===== src/rtl/fpu_pkg.sv =====
// Shared FPU types and constants for the iterative divider.
// FDIV_RADIX4_EN selects two restoring steps per CALC cycle instead of one.
package fpu_pkg;

  typedef enum logic [1:0] {IDLE, CALC, RND, DONE} fdiv_state_t;

  localparam int EXP_W = 8;
  localparam int MAN_W = 23;
  localparam int SIG_W = MAN_W + 1;
  localparam int REM_W = 26;
  localparam int EXP_BIAS = 127;
  localparam logic [EXP_W-1:0] EXP_MAX = 8'hFF;
  localparam logic [31:0] QNAN = 32'h7FC00000;
  localparam int ITER = 25;

`ifdef FDIV_RADIX4_EN
  localparam int QUO_W = 26;
  localparam int STEPS = 13;
`else
  localparam int QUO_W = ITER;
  localparam int STEPS = ITER;
`endif

  // One restoring step: returns {quotient_bit, next_remainder}.
  function automatic logic [REM_W:0] div_step(input logic [REM_W-1:0] r,
                                               input logic [SIG_W-1:0] mb);
    if (r >= {2'b00, mb}) div_step = {1'b1, (r - {2'b00, mb}) << 1};
    else                  div_step = {1'b0, r << 1};
  endfunction

endpackage


===== src/rtl/fdiv_iter_if.sv =====
// Request/result handshake bundle between the FPU execute stage and fdiv_iter.
interface fdiv_iter_if;
  logic        req;
  logic [31:0] x1;
  logic [31:0] x2;
  logic        ready;
  logic        valid;
  logic [31:0] y;
  logic        ovf;

  modport master (output req, x1, x2, input ready, valid, y, ovf);
  modport slave  (input req, x1, x2, output ready, valid, y, ovf);
endinterface


===== src/rtl/fdiv_round.sv =====
// Round-to-nearest-even, exponent clamp and binary32 packing; res = {y, ovf}.
// With FDIV_RADIX4_EN the extra low quotient bit folds into sticky.
module fdiv_round
  import fpu_pkg::*;
(
  input  logic [QUO_W-1:0] q,
  input  logic [REM_W-1:0] r,
  input  logic signed [9:0] et,
  input  logic              sy,
  output logic [32:0]       res
);

  logic [SIG_W-1:0] mant;
  logic             guard;
  logic             sticky;
  logic             up;
  logic [SIG_W:0]   sum;
  logic signed [9:0] ef;
  logic             unused_hidden;

  always_comb begin
`ifdef FDIV_RADIX4_EN
    mant   = q[QUO_W-1:2];
    guard  = q[1];
    sticky = q[0] | (|r);
`else
    mant   = q[QUO_W-1:1];
    guard  = q[0];
    sticky = |r;
`endif
    up  = guard & (sticky | mant[0]);
    sum = {1'b0, mant} + {{SIG_W{1'b0}}, up};
    // a carry out leaves sum[22:0] at zero, so only the exponent moves
    ef  = sum[SIG_W] ? et + 10'sd1 : et;
    if (ef >= 10'sd255)   res = {sy, EXP_MAX, 23'd0, 1'b1};
    else if (ef <= 10'sd0) res = {sy, 31'd0, 1'b0};
    else                   res = {sy, ef[7:0], sum[MAN_W-1:0], 1'b0};
  end

  assign unused_hidden = sum[MAN_W];

endmodule


===== src/rtl/fdiv_iter.sv =====
// Iterative binary32 divider y = x1 / x2, restoring loop, req/ready/valid handshake.
// Define FDIV_RADIX4_EN for two quotient bits per cycle (13 CALC cycles).
//   state | meaning
//   IDLE  | waiting for req, ready=1
//   CALC  | restoring shift-subtract iterations
//   RND   | round, clamp and register result
//   DONE  | valid pulse, ready=1 for back-to-back accept
module fdiv_iter
  import fpu_pkg::*;
(
  input logic        clk,
  input logic        rstn,
  fdiv_iter_if.slave bus
);

  fdiv_state_t state, state_nxt;
  logic              ready, valid, accept;
  logic [4:0]        cnt;
  logic [REM_W-1:0]  r, r_ld, r_nxt;
  logic [SIG_W-1:0]  mb, ma_ld, mb_ld;
  logic [QUO_W-1:0]  q, q_nxt;
  logic signed [9:0] et, et_ld;
  logic              sy, sy_in;
  logic [31:0]       y, sp_y;
  logic              ovf, sp_ovf, special;
  logic [32:0]       rnd_res;
  logic [REM_W:0]    step_a;
  logic [7:0]        e1, e2;
  logic [22:0]       m1, m2;
  logic              n1, n2, i1, i2, z1, z2;

  assign e1 = bus.x1[30:23];
  assign e2 = bus.x2[30:23];
  assign m1 = bus.x1[22:0];
  assign m2 = bus.x2[22:0];
  assign n1 = (e1 == EXP_MAX) && (m1 != '0);
  assign n2 = (e2 == EXP_MAX) && (m2 != '0);
  assign i1 = (e1 == EXP_MAX) && (m1 == '0);
  assign i2 = (e2 == EXP_MAX) && (m2 == '0);
  assign z1 = (e1 == '0);
  assign z2 = (e2 == '0);
  assign sy_in = bus.x1[31] ^ bus.x2[31];
  assign accept = bus.req & ready;

  // Subnormals count as zero because z1/z2 only look at the exponent.
  always_comb begin
    special = 1'b1;
    sp_ovf  = 1'b0;
    sp_y    = '0;
    if (n1)                         sp_y = {bus.x1[31], EXP_MAX, 1'b1, m1[21:0]};
    else if (n2)                    sp_y = {bus.x2[31], EXP_MAX, 1'b1, m2[21:0]};
    else if ((i1 && i2) || (z1 && z2)) sp_y = QNAN;
    else if (i1)                    sp_y = {sy_in, EXP_MAX, 23'd0};
    else if (i2)                    sp_y = {sy_in, 31'd0};
    else if (z2) begin
      sp_y   = {sy_in, EXP_MAX, 23'd0};
      sp_ovf = 1'b1;
    end
    else if (z1)                    sp_y = {sy_in, 31'd0};
    else                            special = 1'b0;
  end

  always_comb begin
    ma_ld = {1'b1, m1};
    mb_ld = {1'b1, m2};
    et_ld = $signed({2'b00, e1}) - $signed({2'b00, e2}) + 10'(EXP_BIAS);
    r_ld  = {2'b00, ma_ld};
    if (ma_ld < mb_ld) begin
      r_ld  = {1'b0, ma_ld, 1'b0};
      et_ld = et_ld - 10'sd1;
    end
  end

  always_comb begin
    step_a = div_step(r, mb);
`ifdef FDIV_RADIX4_EN
    begin
      logic [REM_W:0] step_b;
      step_b = div_step(step_a[REM_W-1:0], mb);
      r_nxt  = step_b[REM_W-1:0];
      q_nxt  = {q[QUO_W-3:0], step_a[REM_W], step_b[REM_W]};
    end
`else
    r_nxt = step_a[REM_W-1:0];
    q_nxt = {q[QUO_W-2:0], step_a[REM_W]};
`endif
  end

  fdiv_round u_round (
    .q   (q),
    .r   (r),
    .et  (et),
    .sy  (sy),
    .res (rnd_res)
  );

  always_ff @(posedge clk or negedge rstn) begin
    if (!rstn) state <= IDLE;
    else       state <= state_nxt;
  end

  always_comb begin
    state_nxt = state;
    case (state)
      IDLE, DONE: state_nxt = accept ? (special ? DONE : CALC) : IDLE;
      CALC:       if (cnt == '0) state_nxt = RND;
      RND:        state_nxt = DONE;
      default:    state_nxt = IDLE;
    endcase
  end

  always_comb begin
    ready = (state == IDLE) || (state == DONE);
    valid = (state == DONE);
  end

  always_ff @(posedge clk or negedge rstn) begin
    if (!rstn) begin
      cnt <= '0;
      r   <= '0;
      mb  <= '0;
      q   <= '0;
      et  <= '0;
      sy  <= 1'b0;
      y   <= '0;
      ovf <= 1'b0;
    end else if (accept) begin
      cnt <= 5'(STEPS - 1);
      r   <= r_ld;
      mb  <= mb_ld;
      q   <= '0;
      et  <= et_ld;
      sy  <= sy_in;
      if (special) begin
        y   <= sp_y;
        ovf <= sp_ovf;
      end
    end else if (state == CALC) begin
      r <= r_nxt;
      q <= q_nxt;
      if (cnt != '0) cnt <= cnt - 5'd1;
    end else if (state == RND) begin
      {y, ovf} <= rnd_res;
    end
  end

  assign bus.ready = ready;
  assign bus.valid = valid;
  assign bus.y     = y;
  assign bus.ovf   = ovf;

endmodule


===== src/flat_wrapper.sv =====
// flat-port wrapper written by rule: the top's interface ports become plain ports
module fdiv_iter_flat import fpu_pkg::*;
  (clk, rstn, bus_req, bus_x1, bus_x2, bus_ready, bus_valid, bus_y, bus_ovf);
  fdiv_iter_if bus_i ();
  input logic clk;
  input logic rstn;
  input wire logic [$bits(bus_i.req)-1:0] bus_req;
  input wire logic [$bits(bus_i.x1)-1:0] bus_x1;
  input wire logic [$bits(bus_i.x2)-1:0] bus_x2;
  output wire logic [$bits(bus_i.ready)-1:0] bus_ready;
  output wire logic [$bits(bus_i.valid)-1:0] bus_valid;
  output wire logic [$bits(bus_i.y)-1:0] bus_y;
  output wire logic [$bits(bus_i.ovf)-1:0] bus_ovf;
  assign bus_i.req = bus_req;
  assign bus_i.x1 = bus_x1;
  assign bus_i.x2 = bus_x2;
  assign bus_ready = bus_i.ready;
  assign bus_valid = bus_i.valid;
  assign bus_y = bus_i.y;
  assign bus_ovf = bus_i.ovf;
  fdiv_iter u_core (.clk(clk), .rstn(rstn), .bus(bus_i));
endmodule

===== config.mk =====
export PLATFORM = sky130hd
export DESIGN_NAME = fdiv_iter_flat
export DESIGN_NICKNAME = d
export VERILOG_FILES = /design/src/rtl/fpu_pkg.sv /design/src/rtl/fdiv_iter_if.sv /design/src/rtl/fdiv_round.sv /design/src/rtl/fdiv_iter.sv /design/src/flat_wrapper.sv
export SDC_FILE = /design/constraint.sdc
export NUM_CORES = 1
export LEC_CHECK = 0
export CAP_MARGIN = 20
export CORE_MARGIN = 3
export CORE_UTILIZATION = 58
export CTS_CLUSTER_DIAMETER = 40
export CTS_CLUSTER_SIZE = 14
export DETAILED_ROUTE_END_ITERATION = 16
export HOLD_SLACK_MARGIN = 0.06
export PLACE_DENSITY = 0.82
export SYNTH_ARGS = -nofsm -noshare
export SYNTH_HDL_FRONTEND = slang
export SYNTH_SLANG_ARGS = --single-unit
export TNS_END_PERCENT = 10

===== constraint.sdc =====
create_clock -name clk -period 3.78 [get_ports clk]
set_input_delay 0.756 -clock clk [delete_from_list [all_inputs] [get_ports clk]]
set_output_delay 0.756 -clock clk [all_outputs]
set_load 0.02 [all_outputs]

## After elaboration in Yosys (flattened, before gate mapping)

Index checks and enable logic that the tools add are counted.

| storage, ports and cells | value |
|---|---|
| bits in registers | 126 |
| input bits | 67 |
| word-level logic and storage cells | 101 |
| output and inout port bits | 35 |

| operators by class | value |
|---|---|
| reduce and logical (&&, ||, !) cells | 24 |
| muxes and demuxes | 45 |
| $lt $le $gt $ge | 4 |
| equality and inequality tests | 8 |
| add/sub/neg operators | 7 |
| bitwise gates (word level) | 4 |

Operators by type and width:

| cell | number |
|---|---|
| $mux 32 | 13 |
| $mux 25 | 3 |
| $mux 26 | 2 |
| $logic_not 23->1 | 2 |
| $reduce_bool 23->1 | 2 |
| $mux 27 | 1 |
| $ge 26x24->1 | 1 |
| $reduce_or 26->1 | 1 |
| $add 24x1->25 | 1 |
| $sub 25x24->25 | 1 |
| $lt 24x24->1 | 1 |
| $mux 10 | 2 |
| $mux 1 | 17 |
| $eq 8x8->1 const B | 2 |
| $logic_not 8->1 | 2 |
| $mux 5 | 3 |
| $add 10x2->10 const B | 1 |
| $add 10x8->10 const B | 1 |
| $ge 10x9->1 const B | 1 |
| $le 10x1->1 const B | 1 |
| $sub 10x2->10 const B | 1 |
| $sub 8x8->9 | 1 |
| $logic_and 1x1->1 | 6 |
| $mux 2 | 3 |
| 17 further kinds | 23 |

## Longest topological paths before layout

| logic depth | value |
|---|---|
| word-level depth | 11 |
| gate-level depth with buffers | 13 |
| depth with buffers taken out | 13 |

## By module

Synthesis repeated with hierarchy kept, for this count alone.

| second synthesis, totals | value |
|---|---|
| cell total of the unflattened synthesis | 1216 |
| area total of the unflattened synthesis | 10053.4 µm² |

By module, submodules not included:

| module | sequential area each (µm²) | cells each | area an instance (µm²) | times used |
|---|---|---|---|---|
| fdiv_iter | 3153.0 | 1022 | 8808.4 | 1 |
| fdiv_round | 0.0 | 194 | 1244.9 | 1 |

## Worst setup path before layout

Ideal clock, no wire load.

| timing path | value |
|---|---|
| path type | input to register |
| from | input bus_x1[23] |
| to | register u_core.et[8] |
| data arrival time | 3.336 ns |
| setup time | 0.095 ns |
| required time | 3.685 ns |
| path buffers | 0 |
| stages on the path | 13 |
| setup slack | 0.348 ns |
| cells stage by stage | inv_1 -> ha_1 -> inv_1 -> fa_1 -> inv_1 -> ha_1 -> nand3_1 -> mux2_2 -> xnor2_1 -> nor4b_1 -> o21ai_1 -> o31a_1 -> o31ai_1 |

| on the way | value |
|---|---|
| cells in the longest elaborated chain, start to end | 4 |

Ends and longest elaborated chain:

| element | line | text |
|---|---|---|
| start, declared | flat_wrapper.sv:8 | `input wire logic [$bits(bus_i.x1)-1:0] bus_x1;` |
| $sub 8x8->9 * | fdiv_iter.sv:66 | `et_ld = $signed({2'b00, e1}) - $signed({2'b00, e2}) + 10'(EXP_BIAS);` |
| $add 10x8->10 * | fdiv_iter.sv:66 |  |
| $sub 10x2->10 | fdiv_iter.sv:70 | `et_ld = et_ld - 10'sd1;` |
| $mux 10 * | fdiv_iter.sv:68 | `if (ma_ld < mb_ld) begin` |
| end signal, assigned | fdiv_iter.sv:132 | `et <= et_ld;` |
| end, declared | fdiv_iter.sv:22 | `logic signed [9:0] et, et_ld;` |

Every way passes the cells marked *; elsewhere a longest branch is shown, timed or not.
A chain may end at the register's enable or synchronous reset.

## Worst setup path in the final report

| timing path | value |
|---|---|
| from | input bus_x2[24] |
| to | register u_core.et[9] |

| on the way | value |
|---|---|
| cells in the longest elaborated chain, start to end | 4 |

Ends and longest elaborated chain:

| element | line | text |
|---|---|---|
| start, declared | flat_wrapper.sv:9 | `input wire logic [$bits(bus_i.x2)-1:0] bus_x2;` |
| $sub 8x8->9 * | fdiv_iter.sv:66 |  |
| $add 10x8->10 * | fdiv_iter.sv:66 |  |
| $sub 10x2->10 | fdiv_iter.sv:70 |  |
| $mux 10 * | fdiv_iter.sv:68 |  |

Marks and branches as above.

==> impl_metrics.ini <==
[final_layout]
stdcell_count = 1471
syn_to_final_growth_pct = 23.67
seqCellArea_um2 = 3153
multi_input_area_um2 = 6037
drive_gt1_share_pct = 12.11
antenna_cells = 0
nNetsFinal = 1375
final_area_um2 = 11960
fill_cells = 1242

[sta]
fin_crit_sh_pct = 93.27
rsz0062_at_grt = no
slew_headroom_pct = 39.87
setup_viol = 0
fin_skew_ns = 0.01379
hold_viol_final = 0
period_needed_ns = 3.525
tightest_slew_ns = 0.9019
clock.fmax_mhz = 283.7
finalSetupTns_ns = 0
slew_violations = 0

[placement]
dpl_cell_area_um2 = 11360
dp_cells = 1440
dp_hpwl_mm = 22.15
portBuffers = 101
place.gp.congestion = 1.023

[clock_tree]
ctsHoldBuffers = 0
path_clk_slew_ns = 0.06
insertion_delay_ns = 0.43
htreeDepth = 4
cts.sinks = 126
cts_buffer_depth = 2
cts_root_buf = clkbuf_16
cts_buffers = 17
cts_tree = built

[global_routing]
grt_pass1_vias = 9370
grt_pass1_wl_mm = 49.21
antenna_found_initial = 0
grt_overflow_total = 0
gr-usage-all-layers_pct = 33.95
grt_max_degree = 89

[floorplanning]
io_pins = 102
start_util_pct = 60.03
die-area_um2 = 18270
rows = 46
die_w_um = 135.2
core_um2 = 16120
die-height_um = 135.2

[detailed_routing]
wirelength_mm = 30.62
drt-initial-drc-count = 994
postRouteAntennaNets = 0
drcViolationCount = 0
firstDrtPassIters = 5
vias = 9476
drt-wirelength-per-cell_um = 20.82
post_drt_via_cell_ratio = 6.442

[yosys]
ys_ff_latch = 126
yosysMostFrequentCell = dfrtp_1
synth_common_cells = dfrtp_1, nor2_1, nand2_1, inv_1, ha_1
ys_async_sr_fraction_pct = 100.0
synth_flop_cell = dfrtp_1
syn_avg_cell_area_um2 = 8.819
syn_area_um2 = 9674
synth_cells = 1097
yosysUniqueCellTypes = 83
seq_area_frac_synth_pct = 32.59
syn_nets = 1229
synth_top_cells_by_area = dfrtp_1, ha_1, mux2i_1
synth_edf_count = 0
synth_top_area_share_pct = 32.59
yosys_warnings = 0
post-synth-top-area-cell = dfrtp_1

[pwr]
powerDensity_nw_per_um2 = 792.2
leakage_nw = 5.263
peakVddDrop_mv = 0.5081

[setup_path]
crit_fanout = 3
worstReg2RegStart = u_core.q[1]
end_kind = flop
worstPathRequired_ns = 4.04
rr_endpoint = u_core.bus.y[22]
crit_path_start = bus_x2[24]
critPathLaunchType = input pin
reg2regPathDepth = 10
crit_end = u_core.et[9]
cp.arrival_ns = 3.78
path_class = in -> reg
rrSetupSlack_ns = 0.38

[flow_run]
cap_violations = 0

[run_status]
status = finished clean

[min_path]
hold_class = in -> async
[metrics by stage]
| step | hold slack (ns) | utilization [%] | setup WS [ns] | power (mW) |
|---|---|---|---|---|
| CTS | 0.3922 | 74.17 | 0.2274 | 9.371 |
| finish | 0.3749 | 74.24 | 0.2545 | 9.478 |
| detailed placement | 0.4368 | 70.50 | -0.2013 | 7.613 |
| floorplan | 0.4181 | - | 0.3483 | 6.104 |
| global placement | 0.4317 | 70.50 | -0.07474 | 7.466 |
| global route | 0.4191 | 74.24 | 0.03713 | 10.13 |
[worst max-delay path, cell delays in order]
cell             delay [ns]
clkdlybuf4s50_1        0.48
inv_1                  0.07
ha_1                   0.28
nor2b_1                0.14
o2111a_1               0.25
or4_1                  0.46
a2111oi_2              0.50
a22oi_1                0.17
or2_2                  0.35
a41oi_1                0.22
o21ai_0                0.11
[power by group]
| part | leakage (nW) | switching (mW) | internal [mW] |
|---|---|---|---|
| Combinational | 3.37 | 3.21 | 2.37 |
| Sequential | 1.61 | 0.421 | 1.79 |
| Clock | 0.283 | 0.650 | 1.04 |
| Total | 5.26 | 4.28 | 5.20 |
[layer usage]
layer  GRT usage, %  wire (um)  vias up  part of all wire [%]
li1               -          -     4344                     -
met1          45.10      12600     4531                    41
met2          55.01      14280      526                    47
met3          7.244       2695       75                   8.8
met4          12.37       1044        0                   3.4
met5              0          0        -                     0
[sequential cells by signal, summed over array words and instances (netlist names)]
signal / cells
u_core.bus.ovf: 1
u_core.bus.y: 32
u_core.mb: 24
u_core.et: 10
u_core.r: 26
u_core.sy: 1
u_core.q: 25
u_core.state: 2
u_core.cnt: 5
[area by class of cell]
class	count	share of cell area [%]
Multi-Input combinational cell	841	50.46
Sequential cell	126	26.35
Timing Repair Buffer	179	13.53
Clock buffer	18	3.587
Inverter	78	2.447
Tap cell	216	2.259
Clock inverter	13	1.360
[cells by family (layout without fill, tap and decap cells)]
kind of cell	after synthesis	count (layout)	synth area share (%)
compound gates	272	272	20.51
buf+inv	130	288	5.277
mux	65	65	6.777
flops	126	126	32.59
fa+ha+maj	65	65	8.562
simple gates	369	369	19.94
xor+xnor	70	70	6.337
[repair_timing]
| item | in CTS | in global routing |
|---|---|---|
| setup endpoints to repair | 0 | 1 |
| endpoints found under the hold margin | 0 | 0 |
| gates resized for setup | 0 | 2 |
| setup buffers | 0 | 0 |
[how the worst min path moves through the flow]
stage,start,to,slack [ns],cells past startpoint
detailed placement,u_core.mb[23],u_core.mb[23],0.44,2
global route,rstn,u_core.mb[8],0.42,1
floorplan,u_core.mb[23],u_core.mb[23],0.42,2
global placement,u_core.mb[23],u_core.mb[23],0.43,2
CTS,rstn,u_core.mb[9],0.39,1
finish,rstn,u_core.mb[9],0.37,1
[placed cells by master (no fill, tap or decap), drive strengths merged, types with 31 or more instances in the layout]
cell type      instances
buf                   79
a21oi                 38
clkdlybuf4s50        100
mux2i                 61
o21ai                 63
nor2                 101
xnor2                 49
nand2                 81
nor4                  31
nand3                 33
inv                   81
ha                    63
dfrtp                126
(Power assumes the default switching activity.)
